==> config.mk <==
export PLATFORM = sky130hd
export DESIGN_NAME = fifo_wr_ptr_ctrl
export DESIGN_NICKNAME = d
export VERILOG_FILES = /design/src/rtl/fifo_wr_ptr_ctrl_pkg.sv /design/src/rtl/fifo_gray2bin.sv /design/src/rtl/fifo_wr_ptr_ctrl.sv
export SDC_FILE = /design/constraint.sdc
export NUM_CORES = 1
export LEC_CHECK = 0
export ABC_AREA = 1
export BUFFER_PORTS_ARGS = -buffer_cell sky130_fd_sc_hd__buf_2
export CORE_MARGIN = 1.5
export CORE_UTILIZATION = 48
export DETAILED_ROUTE_END_ITERATION = 12
export PLACE_DENSITY = 0.85
export SLEW_MARGIN = 20
export SYNTH_ARGS = -nofsm -noshare
export SYNTH_HDL_FRONTEND = slang
export SYNTH_SLANG_ARGS = --single-unit
export TNS_END_PERCENT = 1
==> constraint.sdc <==
create_clock -name clk -period 2.7 [get_ports clk]
set_input_delay 0.405 -clock clk [delete_from_list [all_inputs] [get_ports clk]]
set_output_delay 0.405 -clock clk [all_outputs]
set_load 0.05 [all_outputs]
==> src/rtl/fifo_wr_ptr_ctrl_pkg.sv <==
// fifo_wr_ptr_ctrl_pkg: shared FIFO pointer widths and Gray/binary helpers for both clock domains
package fifo_wr_ptr_ctrl_pkg;
  localparam int DEF_ADDRWIDTH = 3;
  localparam int DEF_AFULL_THRESH = 6;
  localparam int PTR_WIDTH = DEF_ADDRWIDTH + 1;
  // Helpers work on zero-extended 32-bit values; callers truncate to their pointer width.
  function automatic logic [31:0] bin2gray(input logic [31:0] b);
    return b ^ (b >> 1);
  endfunction
  function automatic logic [31:0] gray2bin(input logic [31:0] g);
    logic [31:0] b;
    b[31] = g[31];
    for (int i = 30; i >= 0; i--) b[i] = b[i+1] ^ g[i];
    return b;
  endfunction
endpackage

==> src/rtl/fifo_gray2bin.sv <==
// fifo_gray2bin: parameterised combinational Gray-to-binary converter
module fifo_gray2bin
  import fifo_wr_ptr_ctrl_pkg::*;
#(
  parameter int W = PTR_WIDTH
) (
  input  logic [W-1:0] gray,
  output logic [W-1:0] bin
);
  assign bin = W'(gray2bin(32'(gray)));
endmodule

==> src/rtl/fifo_wr_ptr_ctrl.sv <==
// fifo_wr_ptr_ctrl: write-domain pointer, full/afull/count and overflow controller
module fifo_wr_ptr_ctrl
  import fifo_wr_ptr_ctrl_pkg::*;
#(
  parameter int ADDRWIDTH = DEF_ADDRWIDTH,
  parameter int AFULL_THRESH = DEF_AFULL_THRESH
) (
  input  logic                 clk,
  input  logic                 srst,
  input  logic                 we,
  input  logic [ADDRWIDTH:0]   rd_ptr_gray_sync,
  output logic                 wr_en_mem,
  output logic [ADDRWIDTH-1:0] wr_addr,
  output logic [ADDRWIDTH:0]   wr_ptr_gray,
  output logic                 full,
  output logic                 afull,
  output logic [ADDRWIDTH:0]   wr_cnt,
  output logic                 overflow
);
  localparam int PW = ADDRWIDTH + 1;
  logic [PW-1:0] wr_ptr_bin, wr_bin_next, rd_bin, cnt_next;
  logic acc;
  fifo_gray2bin #(.W(PW)) u_rd_g2b (
    .gray(rd_ptr_gray_sync),
    .bin (rd_bin)
  );
  // Reset blocks RAM writes so nothing lands in memory while pointers are being cleared.
  always_comb begin
    acc = we & ~full & ~srst;
    wr_bin_next = wr_ptr_bin + PW'(acc);
    cnt_next = wr_bin_next - rd_bin;
  end
  assign wr_en_mem = acc;
  assign wr_addr = wr_ptr_bin[ADDRWIDTH-1:0];
  always_ff @(posedge clk) begin
    if (srst) begin
      wr_ptr_bin  <= '0;
      wr_ptr_gray <= '0;
      wr_cnt      <= '0;
      full        <= 1'b0;
      afull       <= 1'b0;
      overflow    <= 1'b0;
    end else begin
      wr_ptr_bin  <= wr_bin_next;
      wr_ptr_gray <= PW'(bin2gray(32'(wr_bin_next)));
      wr_cnt      <= cnt_next;
      full        <= cnt_next == (PW'(1) << ADDRWIDTH);
      afull       <= cnt_next >= PW'(AFULL_THRESH);
      overflow    <= we & full;
    end
  end
  // The synchronized read pointer must move by at most one Gray step per write clock.
  a_rd_gray: assert property (@(posedge clk) disable iff (srst)
    $countones(rd_ptr_gray_sync ^ $past(rd_ptr_gray_sync)) <= 1);
endmodule

==> flow_summary_export.csv, run 1 <==
group,metric,value,unit
sta,setup_tns,0,ps
sta,rsz0062_at_grt,"false",
placement,io_buffers,21,
synth,synth_enable_flop_cells,0,
synth,synth_area_per_cell,7.90,um2
drt,vias_per_cell,5.23,
sta,drv_slew,0,
clocking,cts_buffers,3,
global_routing,gr-total-overflow,0,
clocking,insertion_delay,280,ps
worst_setup_path,cp.required,2920,ps
worst_setup_path,crit_fanout,9,
floorplan,die_h,41.3,um
final_layout,nNetsFinal,126,
pwr,vdd_drop_max,0.255,mV
drt,vias,664,
placement,place_inst,124,
worst_setup_path,endpoint_kind,"flop",
sta,hold_viol,0,
placement,place_hpwl,1210,um
synth,synthTopCellsByArea,"dfxtp_1, nand2_1, ha_1",
global_routing,grt_first_pass_wirelength,2190,um
floorplan,io_pins,22,
placement,pre_cts_ws,268,ps
worst_setup_path,slowest_stage,"fa_1",
clocking,cts_resized,0,
worst_setup_path,start_kind,"input port",
pwr,power_leakage,0.000470,uW
drt,drt_first_pass_iters,4,
worst_setup_path,reg2reg_from,"full",
placement,gp_congestion,0.823,
sta,max_freq,464,MHz
drt,wl,1470,um
synth,synth-seq-cells,14,
worst_setup_path,r2r_end,"full",
synth,synthFlopType,"dfxtp_1",
worst_setup_path,r2r_slack,660,ps
hold_path,worstHoldPathType,"in2reg",
worst_setup_path,path_class,"in2reg",
hold_path,whs_endpoint,"overflow",
sta,timing.final.crit_share,79.8,%
hold_path,worstHoldPathCells,3,
synth,ys_types,20,
synth,yosysTopAreaCell,"dfxtp_1",
sta,period_minus_slack,2150,ps
run_status,status,"finished clean",
final_layout,diodes,0,
clocking,ctsHoldBuffers,0,
clocking,clock-sinks,14,
synth,ys_seq_area_share,39.9,%
synth,netlist_area,703,um2
clocking,cts_tree,"built",
worst_setup_path,worstSetupStartpoint,"srst",
floorplan,die_w,41.3,um
synth,synth.most_common_cell,"nand2_1",
synth,async_reset_ff_share,0,%
sta,fin_skew,2.88,ps
clocking,cts.path.max_buffers,2,
drt,wl_per_cell,11.6,um
final_layout,fill_cells,117,
floorplan,initial_utilization,52.7,%
pwr,finalPower,549,uW
global_routing,grtUsageTotal,20.8,%
clocking,cts_setup_buffers,0,
synth,synth_top_area_share,39.9,%
global_routing,gr-max-usage-layer,"met2",
global_routing,grt_max_degree,10,
floorplan,die_area,1700,um2
drt,drcViolationCount,0,
sta,setup_ws,546,ps
final_layout,stdcell_count,127,
global_routing,grt_pass1_vias,548,
worst_setup_path,cp.arrival,2370,ps
hold_path,worstHoldStart,"we",
clocking,path_clk_slew,70,ps
global_routing,grt_use_met2,35.5,%
floorplan,core,1330,um2
synth,postSynthCellCount,89,
clocking,cts_root_buf,"clkbuf_4",
pwr,powerDensity,650,nW/um2
worst_setup_path,critical-path-max-stage-delay,470,ps
worst_setup_path,reg2regPathDepth,10,
synth,syn_nets,101,
worst_setup_path,path_cells,"buf_2, inv_1, nand2_1, nor2_2, ha_1, ha_1, inv_1, fa_1, inv_1, nand3_1, nand2_2, nand2_2, nor2_2",
drt,antenna_left,0,
synth,ys_warn_count,0,
sta,worst_pin_slew,274,ps
sta,setup_viol,0,
run,cap_violations,0,
worst_setup_path,cp_common_cell,"inv_1",
final_layout,syn2layout_area_growth,20.1,%
clocking,htree_levels,1,
floorplan,rows,13,
sta,max-slew-margin-rel,81.6,%
synth,yosys-top-cells-count,"nand2_1, dfxtp_1, inv_1, nor2_1, nand3_1",
final_layout,drive_gt1_share,33.0,%
global_routing,use_met1,22.6,%
global_routing,use_met3,1.63,%
global_routing,antenna_found_initial,0,
drt,drt_iter0_drc,27,
## layer usage
metal | vias to the layer above | routed length, um
met5 | - | 0
met4 | 0 | 52
met3 | 6 | 90
met2 | 31 | 741
met1 | 294 | 589
li1 | 333 | -
## registers in the layout, summed over array words and instances, names as in the netlist
signal	cells
wr_ptr_gray	4
overflow	1
wr_cnt	4
full	1
afull	1
wr_ptr_bin	3
## metrics by stage
stage               hold slack (ps)  area [um2]  util, %
global route                    363         845     63.3
global placement                458         822     61.6
CTS                             349         845     63.3
detailed placement              463         822     61.6
finish                          352         845     63.3
floorplan                       519         706        -
## cells in the final DEF, fill, tap and decap left out, drive strengths merged
master	synthesis	layout
a31oi	1	1
xnor2	2	2
buf	1	21
nand3	8	8
o21ai	2	2
clkbuf	0	3
a21oi	4	4
nand4	3	3
o21bai	1	1
ha	4	4
inv	14	14
fa	1	1
dfxtp	14	14
nor2	11	11
nand2	23	23
## critical path: cells and delay by family
kind / cells / cell delay, ps
and+or+nand+nor: 6 / 450
adders and majority gates: 3 / 1030
buffers and inverters: 4 / 470
## report_power, final
group,leakage [uW],switching [uW],internal (uW)
registers,0.000115,7.07,227
clock network,0.0000138,61.8,51.7
logic,0.000341,147,54.9
total,0.000470,216,334
## worst max-delay path by stage
stage	endpoint	slack [ps]
6_report	full	550
5_1_grt	full	410
4_1_cts	full	560
3_5_place_dp	full	270
3_3_place_gp	full	340
2_1_floorplan	full	130
## logic make-up (layout without fill, tap and decap cells)
group | after synthesis | count (layout) | share of synthesized area [%]
AO/OA/AOI/OAI | 8 | 8 | 6.23
XOR/XNOR | 2 | 2 | 3.56
AND/OR/NAND/NOR | 45 | 45 | 31.9
flip-flops | 14 | 14 | 39.9
buffers and inverters | 15 | 38 | 8.54
adder cells (fa/ha/maj) | 5 | 5 | 9.96
## final cells by class
cell class | instances | area, um2 | area share, %
Tap cell | 15 | 18.8 | 2.22
Clock buffer | 3 | 22.5 | 2.67
Timing Repair Buffer | 21 | 105 | 12.4
Multi-Input combinational cell | 60 | 365 | 43.3
Inverter | 14 | 52.6 | 6.22
Sequential cell | 14 | 280 | 33.2
Note: power is estimated with default switching activity, not from simulation.
==> run 2, diff against run 1 <==
Clock period 2.7 ns to 2.25 ns, I/O delays scaled along.
==> run 2 against run 1 <==
Compared with the run above:
- clock power is 17% higher
- routed wire length shrank 11%
- first-iteration DRC count decreased by 30%
- sequential cell count unchanged
- sequential power up 21%
- setup slack worse by 120 ps
- global-route usage shrank 1.5 points
- combinational power rose by 22%
- design area increased by 4.9%
- worst hold slack worse by 60 ps
- critical path type is now reg2reg
- critical endpoint unchanged
- largest power group unchanged
==> flow_summary_export.csv, run 2 (synthesized netlist as in run 1, its figures left out) <==
group,metric,value,unit
run_status,status,"finished clean",
clocking,cts_resized,0,
sta,max_freq,548,MHz
sta,hold_ws,291,ps
final_layout,drive_gt1_share,38.9,%
drt,drcViolationCount,0,
clocking,htree_levels,1,
worst_setup_path,slowest_stage,"fa_2",
worst_setup_path,path_cells,"nor2_4, ha_4, ha_4, inv_2, fa_2, nand2_1, inv_1, nand2_2, nor2_2",
floorplan,core,1330,um2
clocking,cts.path.max_buffers,2,
final_layout,final_core_util,66.4,%
drt,wl,1310,um
sta,hold_viol,0,
clocking,cts_tree,"built",
final_layout,largest_registers,"wr_cnt: 4 flops, wr_ptr_gray: 4 flops, wr_ptr_bin: 3 flops",
worst_setup_path,cp.arrival,2030,ps
worst_setup_path,path_class,"reg2reg",
pwr,powerDensity,744,nW/um2
worst_setup_path,critical-path-max-stage-delay,570,ps
worst_setup_path,endpoint_kind,"flop",
floorplan,initial_utilization,52.7,%
sta,drv_slew,0,
sta,timing.final.crit_share,81.1,%
sta,max-slew-margin-rel,83.1,%
sta,setup_ws,425,ps
placement,place_hpwl,1110,um
placement,io_buffers,21,
floorplan,die_w,41.3,um
clocking,cts_setup_buffers,0,
global_routing,antenna_found_initial,0,
floorplan,rows,13,
hold_path,whs_endpoint,"overflow",
clocking,cts_buffers,3,
worst_setup_path,r2r_end,"full",
drt,vias,651,
sta,worst_pin_slew,255,ps
placement,gp_congestion,0.813,
drt,drt_iter0_drc,19,
run,cap_violations,0,
worst_setup_path,start_kind,"flop",
clocking,cts_root_buf,"clkbuf_4",
final_layout,diodes,0,
drt,drt_first_pass_iters,4,
worst_setup_path,crit_fanout,6,
hold_path,worstHoldPathType,"in2reg",
clocking,insertion_delay,270,ps
drt,vias_per_cell,5.09,
worst_setup_path,crit_family,"adder cells",
floorplan,io_pins,22,
final_layout,syn2layout_area_growth,26.0,%
global_routing,gr-total-overflow,0,
worst_setup_path,reg2reg_from,"full",
clocking,path_clk_slew,70,ps
worst_setup_path,critical_path_buf_inv_count,2,
sta,setup_tns,0,ps
global_routing,grtUsageTotal,19.3,%
worst_setup_path,cp.required,2450,ps
sta,fin_skew,1.57,ps
clocking,clock-sinks,14,
final_layout,stdcell_area,886,um2
worst_setup_path,reg2regPathDepth,9,
worst_setup_path,cp_common_cell,"ha_4",
sta,rsz0062_at_grt,"false",
sta,period_minus_slack,1820,ps
pwr,power_leakage,0.000469,uW
global_routing,grt_max_degree,9,
floorplan,die_area,1700,um2
worst_setup_path,r2r_slack,430,ps
placement,pre_cts_ws,164,ps
final_layout,nNetsFinal,127,
global_routing,grt_first_pass_wirelength,2120,um
final_layout,final_cell_mix,"buf_2, nand2_1, dfxtp_1, inv_1, nor2_1",
global_routing,grt_pass1_vias,556,
hold_path,worstHoldStart,"we",
clocking,ctsHoldBuffers,0,
floorplan,die_h,41.3,um
drt,wl_per_cell,10.2,um
hold_path,worstHoldPathCells,3,
sta,setup_viol,0,
drt,antenna_left,0,
placement,dpl-instance-area,863,um2
final_layout,layout_commonest_cell,"buf_2",
pwr,vdd_drop_max,0.347,mV
run 2: cell count changes in the layout (fill, tap and decap cells not counted), sizes merged:
cell	previous run	this run
buf	21	22
run 2: layout make-up:
| class | instances | area (um2) |
|---|---|---|
| fill | 107 | 448 |
| inverter | 14 | 52.6 |
| tap | 15 | 18.8 |
| clock buffer | 3 | 22.5 |
| sequential | 14 | 282 |
| timing repair buffer | 22 | 113 |
| multi-input combinational | 60 | 398 |
run 2: tightest hold or removal path, stage by stage:
cell and delay [ps]:
buf_2 100, nand2_1 50, nor2_1 30
run 2: worst max-delay path by stage:
stage	from	end	slack [ps]	cells past startpoint
after global placement	srst	afull	210	14
after global routing	rd_ptr_gray_sync[3]	afull	310	11
after detailed placement	srst	afull	160	14
final	full	full	430	9
after floorplan	srst	full	20	12
after CTS	full	full	420	9
run 2: where the power goes:
part | switching, uW | total [uW] | internal (uW) | leakage [uW]
combinational | 175 | 246 | 71.0 | 0.000340
sequential | 9.01 | 282 | 273 | 0.000115
clock | 69.7 | 132 | 61.9 | 0.0000138
total | 253 | 659 | 405 | 0.000469
run 2: stage by stage:
step	cells	power [uW]
floorplan	89	483
global placement	125	528
detailed placement	125	534
CTS	128	661
global route	128	692
finish	128	659
run 2: routing by layer:
metal,routed length (um),vias to the layer above,global-route usage [%]
met4,29,0,9.68
met3,65,5,3.26
met2,638,21,35.2
met5,0,-,0
met1,577,291,21.2
li1,-,334,-
==> run 3, diff against run 2 <==
Clock period 2.25 ns to 1.85 ns, I/O delays scaled along.
==> run 3 against run 2 <==
Compared with the run above:
- first-iteration DRC count decreased by 42%
- setup slack got worse by 340 ps
- final cell count increased by 6.3%
- clock-buffer cell count increased by 1
- utilization increased by 7.4 points
- die area unchanged
- sequential cell count unchanged
- worst hold slack got worse by 57 ps
- sequential power increased by 22%
==> flow_summary_export.csv, run 3 (synthesized netlist as in run 1, its figures left out) <==
group,metric,value,unit
worst_setup_path,reg2reg_from,"full",
clocking,htree_levels,1,
pwr,p_int,562,uW
floorplan,die_w,41.3,um
clocking,ctsHoldBuffers,0,
floorplan,core,1330,um2
worst_setup_path,crit_fanout,3,
clocking,cts_resized,0,
placement,dpl-instance-area,948,um2
final_layout,layout_commonest_cell,"buf_2",
hold_path,worstHoldPathType,"in2reg",
clocking,cts.path.max_buffers,2,
drt,drcViolationCount,0,
final_layout,diodes,0,
global_routing,grt_max_degree,9,
clocking,cts_setup_buffers,0,
floorplan,die_area,1700,um2
clocking,insertion_delay,280,ps
sta,worst_pin_slew,257,ps
pwr,pwr-share-clk,24.0,%
placement,place_hpwl,1310,um
drt,wl,1490,um
final_layout,nNetsFinal,134,
worst_setup_path,endpoint_kind,"flop",
drt,antenna_left,0,
drt,drt_iter0_drc,11,
sta,fin_skew,3.86,ps
pwr,power_frac_seq,38.5,%
placement,place_inst,132,
final_layout,largest_registers,"wr_cnt: 4 flops, wr_ptr_gray: 4 flops, wr_ptr_bin: 3 flops",
placement,io_buffers,21,
sta,max-slew-margin-rel,83.0,%
final_layout,stdcell_count,136,
global_routing,grt_first_pass_wirelength,2210,um
sta,timing.final.crit_share,95.4,%
floorplan,rows,13,
pwr,power_leakage,0.000514,uW
floorplan,initial_utilization,52.7,%
worst_setup_path,cp.arrival,1990,ps
final_layout,final_cell_mix,"buf_2, nand2_1, dfxtp_1, inv_1, nor2_1",
global_routing,grtUsageTotal,20.4,%
sta,period_minus_slack,1770,ps
sta,setup_viol,0,
drt,vias_per_cell,4.98,
pwr,vdd_drop_max,0.627,mV
sta,rsz0062_at_grt,"false",
final_layout,syn2layout_area_growth,40.0,%
drt,wl_per_cell,11.0,um
clocking,clock-sinks,14,
drt,drt_first_pass_iters,3,
final_layout,stdcell_area,985,um2
pwr,powerDensity,905,nW/um2
hold_path,worstHoldStart,"we",
floorplan,io_pins,22,
clocking,cts_root_buf,"clkbuf_4",
clocking,cts_buffers,3,
global_routing,antenna_found_initial,0,
pwr,switchingPower,329,uW
clocking,path_clk_slew,80,ps
sta,max_freq,566,MHz
worst_setup_path,worstSetupStartpoint,"full",
run_status,status,"finished clean",
drt,vias,677,
worst_setup_path,path_class,"reg2reg",
worst_setup_path,start_kind,"flop",
run,cap_violations,0,
clocking,cts_tree,"built",
placement,gp_congestion,0.841,
sta,drv_slew,0,
worst_setup_path,cp.required,2070,ps
pwr,comb_power_share,37.5,%
floorplan,die_h,41.3,um
global_routing,gr-total-overflow,0,
global_routing,grt_pass1_vias,569,
sta,hold_viol,0,
final_layout,drive_gt1_share,46.3,%
pwr,switching_share,37.0,%
[run 3: changes by cell type in the layout (fill, tap and decap cells not counted), sizes merged]
cell,before,now
buf,22,29
clkbuf,3,4
[run 3: layout make-up]
class,count,area (um2)
Timing Repair Buffer,29,165
Inverter,14,62.6
Tap cell,15,18.8
Fill cell,104,349
Multi-Input combinational cell,60,420
Clock buffer,4,36.3
Sequential cell,14,282
[run 3: worst paths after layout]
path | slack, ps | endpoint | cells past startpoint
setup / recovery | 80 | full | 9
hold / removal | 230 | overflow | 3
setup reg to reg | 80 | full | 9
hold reg to reg | 470 | overflow | 2
[run 3: power by group through the flow]
stage / clock, uW / combinational, uW / sequential [uW]
4_1_cts: 220 / 335 / 343
2_1_floorplan: 0 / 147 / 457
3_3_place_gp: 0 / 326 / 349
3_5_place_dp: 0 / 335 / 350
6_report: 214 / 334 / 343
5_1_grt: 232 / 361 / 346
[run 3: through the flow]
stage	total power, uW	util [%]	setup slack [ps]	setup TNS (ps)	hold WS [ps]
final	891	73.8	84.4	0	234
after global routing	938	73.8	4.03	0	230
after CTS	898	73.8	79.1	0	227
after detailed placement	685	71.1	-110	-322	457
after global placement	675	71.1	-71.5	-151	457
after floorplan	604	-	-211	-799	391
[run 3: metal layers]
metal / track usage [%] / vias to the layer above / routed length, um
li1: - / 348 / -
met1: 20.0 / 312 / 642
met2: 39.1 / 15 / 779
met3: 7.07 / 2 / 58
met4: 6.45 / 0 / 10
met5: 0 / - / 0
[run 3: worst max-delay path: stages (launching register included)]
cell and delay, ps:
dfxtp_2 360, nor2_4 50, ha_4 250, inv_2 30
ha_2 190, fa_2 580, nand2_1 50, inv_1 50
nand2_2 50, nor2_2 90
